## src/rtl/hazard_stall_unit.sv

```systemverilog
// Decode-stage stall/flush/freeze control for load-use, IN results and slow memory.
// Define HAZARD_PERF_CNT_EN to add the stallCycles performance counter port.
module hazard_stall_unit #(
  parameter int NUM_REGS = 8,
  parameter int MEM_LAT  = 1,
  localparam int AW      = $clog2(NUM_REGS)
) (
  input  logic          clk,
  input  logic          rst,
  input  logic [AW-1:0] src1AfterF2D,
  input  logic [AW-1:0] src2AfterF2D,
  input  logic          src1UsedF2D,
  input  logic          src2UsedF2D,
  input  logic [AW-1:0] destAddrAfterF2D,
  input  logic          RWAfterF2D,
  input  logic          MTRAfterF2D,
  input  logic          isINAfterF2D,
  input  logic          isBranchAfterF2D,
  input  logic          takenBranch,
  input  logic          memAccessAfterE2M,
  input  logic          RWAfterM2W,
  input  logic          isINAfterM2W,
  input  logic [AW-1:0] MEM_WB_RD,
  output logic          stallF2D,
  output logic          bubbleD2E,
  output logic          flushF2D,
`ifdef HAZARD_PERF_CNT_EN
  output logic          freezeAll,
  output logic [15:0]   stallCycles
`else
  output logic          freezeAll
`endif
);

  localparam int FW = (MEM_LAT > 1) ? $clog2(MEM_LAT) : 1;
  localparam logic [FW-1:0] FRZ_INIT =
    FW'((MEM_LAT > 0) ? MEM_LAT - 1 : 0);

  typedef enum logic {RUN, FREEZE} state_e;

  state_e        state_q, state_d;
  logic [FW-1:0] frz_q, frz_d;
  logic          load_in_ex_q, load_in_ex_d;
  logic [AW-1:0] load_dest_ex_q, load_dest_ex_d;
  logic [1:0]    in_cnt_q [NUM_REGS];
  logic [1:0]    in_cnt_d [NUM_REGS];

  logic          use1, use2;
  logic          frozen, wb_dec;
  logic [1:0]    cnt1, cnt2;
  logic          haz_ld, haz_in, stall, issue;

  assign frozen = (state_q == FREEZE);
  assign use1   = src1UsedF2D | isBranchAfterF2D;
  assign use2   = src2UsedF2D;
  assign wb_dec = RWAfterM2W & isINAfterM2W & ~frozen;

  // A writeback this edge frees its register for a same-cycle read.
  always_comb begin
    cnt1 = in_cnt_q[src1AfterF2D];
    cnt2 = in_cnt_q[src2AfterF2D];
    if (wb_dec && MEM_WB_RD == src1AfterF2D && cnt1 != 2'd0)
      cnt1 = cnt1 - 2'd1;
    if (wb_dec && MEM_WB_RD == src2AfterF2D && cnt2 != 2'd0)
      cnt2 = cnt2 - 2'd1;
  end

  assign haz_ld = load_in_ex_q &
    ((use1 && src1AfterF2D == load_dest_ex_q) ||
     (use2 && src2AfterF2D == load_dest_ex_q));
  assign haz_in = (use1 && cnt1 != 2'd0) ||
                  (use2 && cnt2 != 2'd0);
  assign stall  = haz_ld | haz_in;
  assign issue  = ~frozen & ~stall;

  always_comb begin
    freezeAll = frozen;
    stallF2D  = 1'b0;
    bubbleD2E = 1'b0;
    flushF2D  = 1'b0;
    if (frozen) begin
      stallF2D = 1'b0;
    end else if (takenBranch) begin
      flushF2D  = 1'b1;
      bubbleD2E = stall;
    end else begin
      stallF2D  = stall;
      bubbleD2E = stall;
    end
  end

  always_comb begin
    state_d = state_q;
    frz_d   = frz_q;
    unique case (state_q)
      RUN: begin
        if (memAccessAfterE2M && MEM_LAT > 0) begin
          state_d = FREEZE;
          frz_d   = FRZ_INIT;
        end
      end
      FREEZE: begin
        if (frz_q == '0) state_d = RUN;
        else frz_d = frz_q - FW'(1);
      end
    endcase
  end

  // Simultaneous inc and dec of one register cancel out.
  always_comb begin
    load_in_ex_d   = load_in_ex_q;
    load_dest_ex_d = load_dest_ex_q;
    in_cnt_d       = in_cnt_q;
    if (issue && RWAfterF2D) begin
      load_in_ex_d   = MTRAfterF2D;
      load_dest_ex_d = destAddrAfterF2D;
    end else if (!frozen) begin
      load_in_ex_d = 1'b0;
    end
    for (int r = 0; r < NUM_REGS; r++) begin
      if (issue && RWAfterF2D && isINAfterF2D &&
          destAddrAfterF2D == AW'(r) &&
          !(wb_dec && MEM_WB_RD == AW'(r))) begin
        if (in_cnt_q[r] != 2'd3)
          in_cnt_d[r] = in_cnt_q[r] + 2'd1;
      end else if (wb_dec && MEM_WB_RD == AW'(r) &&
                   !(issue && RWAfterF2D && isINAfterF2D &&
                     destAddrAfterF2D == AW'(r))) begin
        if (in_cnt_q[r] != 2'd0)
          in_cnt_d[r] = in_cnt_q[r] - 2'd1;
      end
    end
  end

  always_ff @(posedge clk) begin
    if (rst) begin
      state_q        <= RUN;
      frz_q          <= '0;
      load_in_ex_q   <= 1'b0;
      load_dest_ex_q <= '0;
      for (int r = 0; r < NUM_REGS; r++)
        in_cnt_q[r] <= 2'd0;
    end else begin
      state_q        <= state_d;
      frz_q          <= frz_d;
      load_in_ex_q   <= load_in_ex_d;
      load_dest_ex_q <= load_dest_ex_d;
      in_cnt_q       <= in_cnt_d;
    end
  end

`ifdef HAZARD_PERF_CNT_EN
  logic [15:0] stall_cycles_q, stall_cycles_d;

  always_comb begin
    stall_cycles_d = stall_cycles_q;
    if ((stallF2D || freezeAll) && stall_cycles_q != 16'hFFFF)
      stall_cycles_d = stall_cycles_q + 16'd1;
  end

  always_ff @(posedge clk) begin
    if (rst) stall_cycles_q <= 16'd0;
    else     stall_cycles_q <= stall_cycles_d;
  end

  assign stallCycles = stall_cycles_q;
`endif

endmodule

```

## config.mk

```make
export PLATFORM = sky130hd
export DESIGN_NAME = hazard_stall_unit
export DESIGN_NICKNAME = d
export VERILOG_FILES = /design/src/rtl/hazard_stall_unit.sv
export SDC_FILE = /design/constraint.sdc
export NUM_CORES = 1
export LEC_CHECK = 0
export CORE_UTILIZATION = 40
export DETAILED_ROUTE_END_ITERATION = 16
export DONT_BUFFER_PORTS = 1
export GPL_TIMING_DRIVEN = 0
export SLEW_MARGIN = 5
export SYNTH_ARGS = -nofsm -noshare
export SYNTH_HDL_FRONTEND = slang
export SYNTH_SLANG_ARGS = --single-unit
```

## constraint.sdc

```tcl
create_clock -name clk -period 6.9 [get_ports clk]
set_clock_uncertainty 0.15 [all_clocks]
set_input_delay 1.38 -clock clk [delete_from_list [all_inputs] [get_ports clk]]
set_output_delay 1.38 -clock clk [all_outputs]
set_load 0.02 [all_outputs]
```

# Word level (Yosys, flattened, before mapping)
# Cells that the tools add are included.
# word_totals
register_bits	22
input_bits	24
output_inout_bits	4
elab_cells	230
# op_classes
bitwise	10
n_addsub	19
n_lt_le_gt_ge	2
eq_ne	36
n_reduce_logical	98
muxes	53
# op_table
op	count
2-bit 2-to-1 mux	38
2-bit nonzero test	28
1-bit logical AND	42
3-bit equality test, second input constant	8
3-bit AND reduction	8
2-bit by 1-bit subtractor with 2-bit output, second input constant	10
2-bit by 1-bit != test with 1-bit output, second input constant	9
2-bit != test, second input constant	9
2-bit by 1-bit adder with 2-bit output, second input constant	8
1-bit zero test	16
2-bit binary-select mux with 3-bit select	2
3-bit by 2-bit equality test with 1-bit output, second input constant	4
3-bit equality test	4
1-bit 2-to-1 mux	11
4-bit >= comparator, second input constant	2
3-bit inverter with 4-bit output	2
3-bit by 1-bit equality test with 1-bit output, second input constant	2
3-bit zero test	2
1-bit bitwise AND	4
1-bit one-hot mux with 2 select lines	2
1-bit logical OR	2
1-bit inverter	2
1-bit bitwise OR	2
1-bit subtractor, second input constant	1

# Depth between registers and ports, before layout
# Gate-level depths: netlist (run 1).
# depth
ltp_word	20
mapped_depth	15
mapped_depth_nobuf	14

# Least setup slack after synthesis (run 1)
# Ideal clock, no wire load.
# synth_path
path_type	input port to output port
from	input port src1AfterF2D[0]
to	output port stallF2D
slack_ps	1763
t_required_ps	5370
arrival_ps	3607
path_buffers	1
stages	10
path_cell_list	buf_4 > mux4_2 > mux2i_2 > ha_1 > nor4bb_1 > nand4_1 > o32a_1 > a221o_1 > nor2b_1 > nor2b_1
# synth_between
elab_chain_cells	13
elab_cells_between_ends	20
classes_between	add/sub: 1; eq/ne: 2; mux: 6; bitwise: 3; reduce/logical: 8
# synth_lines
element	line_no	rtl
from (decl)	10	input logic [AW-1:0] src1AfterF2D,
branches (longest 10 deep; another with 2-bit by 1-bit subtractor with 2-bit output)	-	
1-bit bitwise OR (*)	73	assign stall = haz_ld | haz_in;
1-bit 2-to-1 mux (*)	83	end else if (takenBranch) begin
1-bit 2-to-1 mux (*)	81	if (frozen) begin
to (decl)	24	output logic stallF2D,
# Mark *: on every way between the ends. The select of a mux whose other input is x is not followed.

# Worst setup path after layout (run 1)
# layout_path
from	input port src1AfterF2D[2]
to	output port stallF2D
# Same word-level chain as after synthesis.

==> flow_metrics.tcl, run 1 <==
set metrics [dict create \
    path_cells "buf_2, mux4_2, mux2i_1, ha_1, nor4bb_1, nand4_1, o32a_1, a221o_1, nor2b_1, nor2b_1" \
    run_status "completed" \
    min_period_ns 5.39 \
    root_buffer "clkbuf_8" \
    worstPathArrival_ns 3.86 \
    syn-instance-count 205 \
    slew_headroom 0.604 \
    p_int_uw 181 \
    r2r_slack_ns 3.11 \
    synth_most_common_cell "dfxtp_1" \
    holdCritStartpoint "load_in_ex_q" \
    synth.largest_area_cell "dfxtp_1" \
    die_h_um 67.3 \
    grt_pass1_wl_um 6500 \
    sequentialPowerShare 0.509 \
    hold_slack_ns 0.310 \
    rsz0062_at_grt "no" \
    cts.sinks 21 \
    startpoint_type "primary input" \
    crit_fanout 6 \
    grt_antenna_before_repair 0 \
    synth_cell_types 34 \
    crit_path_frequent_cell "nor2b_1" \
    cts_setup_buffers 0 \
    yosysSeqAreaShare 0.246 \
    ys_warn_count 0 \
    grt_use_total 0.197 \
    grt_overflow 0 \
    final_net_count 244 \
    drc_errors 0 \
    synth_common_cells "dfxtp_1, nand2b_1, a21oi_1, nand2_1, o21ai_0" \
    grt_max_degree 13 \
    clk_pin_slew_worst_paths_ns 0.09 \
    whs_path_depth 2 \
    tightest_slew_ns 0.595 \
    p_total_uw 247 \
    place_congestion 0.811 \
    synth-seq-cells 21 \
    viasPerCell 5.57 \
    clock_path_buffers 2 \
    setup_total_negative_slack_ns 0 \
    initialDrtViolationCount 48 \
    io_pins 28 \
    slowest_delay_ns 0.53 \
    path_class "in -> out" \
    core-area_mm2 0.00406 \
    postSynth.asyncResetShare 0 \
    numCtsBuffers 3 \
    cp_slowest_cell "mux4_2" \
    drv_slew 0 \
    cts_tree "yes" \
    antenna_left 0 \
    hold_violations 0 \
    maxCapViolations 0 \
    wl_um 3780 \
    dieArea_mm2 0.00454 \
    hp-class "reg -> reg" \
    numPortBuffers 0 \
    syn-num-nets 239 \
    r2r-end "in_cnt_q[10]" \
    reg2regPathDepth 14 \
    cts_resized 0 \
    drive_above_1_share 0.0957 \
    synth_ff_type "dfxtp_1" \
    drt-wirelength-per-cell_um 14.6 \
    synth.top_cells.by_area "dfxtp_1, mux4_2, ha_1" \
    clkLatencyLatePin_ns 0.27 \
    std_cell_rows 23 \
    swShare 0.270 \
    fin_crit_sh 0.782 \
    p_leak_nw 0.624 \
    syn_to_final_growth_pct 6.37 \
    netlist_area_mm2 0.00171 \
    powerDensity_mw_per_mm2 136 \
    synth_edf_count 0 \
    diodes 0 \
    grt_pass1_vias 1356 \
    start_util 0.421 \
    syn_area_per_cell_um2 8.33 \
    holdBufCountCts 0 \
    crit_path_end_kind "primary output" \
    holdPathEnd "load_in_ex_q" \
    n_fill_cell 407 \
    vdd_drop_max_uv 50.2 \
    dp_hpwl_um 2970 \
    p_switching_uw 66.7 \
    crit_required_ns 5.37 \
    die_w_um 67.3 \
    design_area_mm2 0.00182 \
    comb_power_share 0.148 \
    dr.pass1.iters 4 \
    synth_top_area_frac 0.246 \
    htree_levels 1 \
    reg2reg_from "in_cnt_q[14]" \
    finalSetupViolations 0 \
    pwr-share-clk 0.344 \
    max_freq_ghz 0.185 \
    place_area_mm2 0.00177 \
    num_vias 1443 \
]
-- cell usage in the layout (no fill, tap or decap), types with 6 or more instances in the layout --
master    instances
a21oi_1          17
dfxtp_1          21
ha_1             10
inv_1             9
mux4_2            8
nand2_1          16
nand2b_1         19
nor2_1           14
nor2b_1           8
o21ai_0          16
o22ai_1           6
xnor2_1          12
-- through the flow --
step,cells,setup WS [ns],util
6_report,259,1.51,0.448
5_1_grt,259,1.31,0.448
4_1_cts,259,1.49,0.448
3_5_place_dp,255,1.49,0.436
3_3_place_gp,255,1.47,0.436
2_1_floorplan,205,1.76,-
-- cells by family after synthesis --
| group | synth area share |
|---|---|
| flops | 0.246 |
| fa+ha+maj | 0.0733 |
| compound gates | 0.154 |
| buf+inv | 0.0498 |
| simple gates | 0.264 |
| mux | 0.151 |
| xor+xnor | 0.0615 |
-- power by group through the flow --
stage,combinational [mW],clock [mW],sequential (mW)
6_report,0.0365,0.0850,0.126
5_1_grt,0.0410,0.0941,0.126
4_1_cts,0.0367,0.0863,0.126
3_5_place_dp,0.0365,0,0.129
3_3_place_gp,0.0366,0,0.129
2_1_floorplan,0.0303,0,0.128
-- sequential cells by signal, indices dropped and copies added (netlist names) --
signal,cells
load_dest_ex_q,3
in_cnt_q,16
freezeAll,1
load_in_ex_q,1
-- cell type report --
| type | instances | area [um2] | area share |
|---|---|---|---|
| well taps | 50 | 62.6 | 0.0344 |
| inverters | 9 | 33.8 | 0.0186 |
| clock buffers | 3 | 41.3 | 0.0227 |
| multi-input cells | 165 | 1200 | 0.662 |
| clock inverters | 1 | 5.00 | 0.00275 |
| plain buffers | 10 | 51.3 | 0.0282 |
| flip-flops and latches | 21 | 420 | 0.231 |
-- metal layers --
layer	global-route usage	vias up	share of wire	wire, um
met2	0.316	39	0.44	1650
met5	0	-	0	0
met4	0.0851	0	0.025	95
met3	0.0287	6	0.045	169
met1	0.260	657	0.49	1860
li1	-	741	-	-
-- worst max path at each step --
stage | depth (start not counted) | endpoint | from
after floorplan | 10 | stallF2D | src1AfterF2D[0]
after global placement | 10 | stallF2D | src1AfterF2D[2]
after detailed placement | 10 | stallF2D | src1AfterF2D[2]
after CTS | 10 | stallF2D | src1AfterF2D[2]
after global routing | 10 | stallF2D | src1AfterF2D[2]
final | 10 | stallF2D | src1AfterF2D[2]
-- critical path: cells and delay by family --
family | cells | cell delay [ns]
AOI/OAI and AO/OA | 2 | 0.35
adders and majority gates | 1 | 0.19
buffers and inverters | 1 | 0.20
muxes | 2 | 0.76
and+or+nand+nor | 4 | 0.98
(Power assumes the default switching activity.)
==> run 2, diff against run 1 <==
clock period = 5.3 ns   (was 6.9 ns; I/O delays follow)
==> results of run 2 <==
Same layout as run 1 (identical final DEF). Status: completed.
Main changes from that run: setup slack after placement 1.49 ns -> 0.526 ns; setup slack after layout 1.51 ns -> 0.547 ns; register-to-register setup slack 3.11 ns -> 1.51 ns; total power 0.247 mW -> 0.322 mW; worst IR drop on VDD 50.2 uV -> 65.4 uV
==> run 3, diff against run 2 <==
SKIP_LAST_GASP = 1   (was not set)
==> results of run 3 <==
Same layout as run 1 (identical final DEF). Status: completed.
Main changes from that run: setup slack after placement 1.49 ns -> 0.526 ns; setup slack after layout 1.51 ns -> 0.547 ns; register-to-register setup slack 3.11 ns -> 1.51 ns; total power 0.247 mW -> 0.322 mW; worst IR drop on VDD 50.2 uV -> 65.4 uV
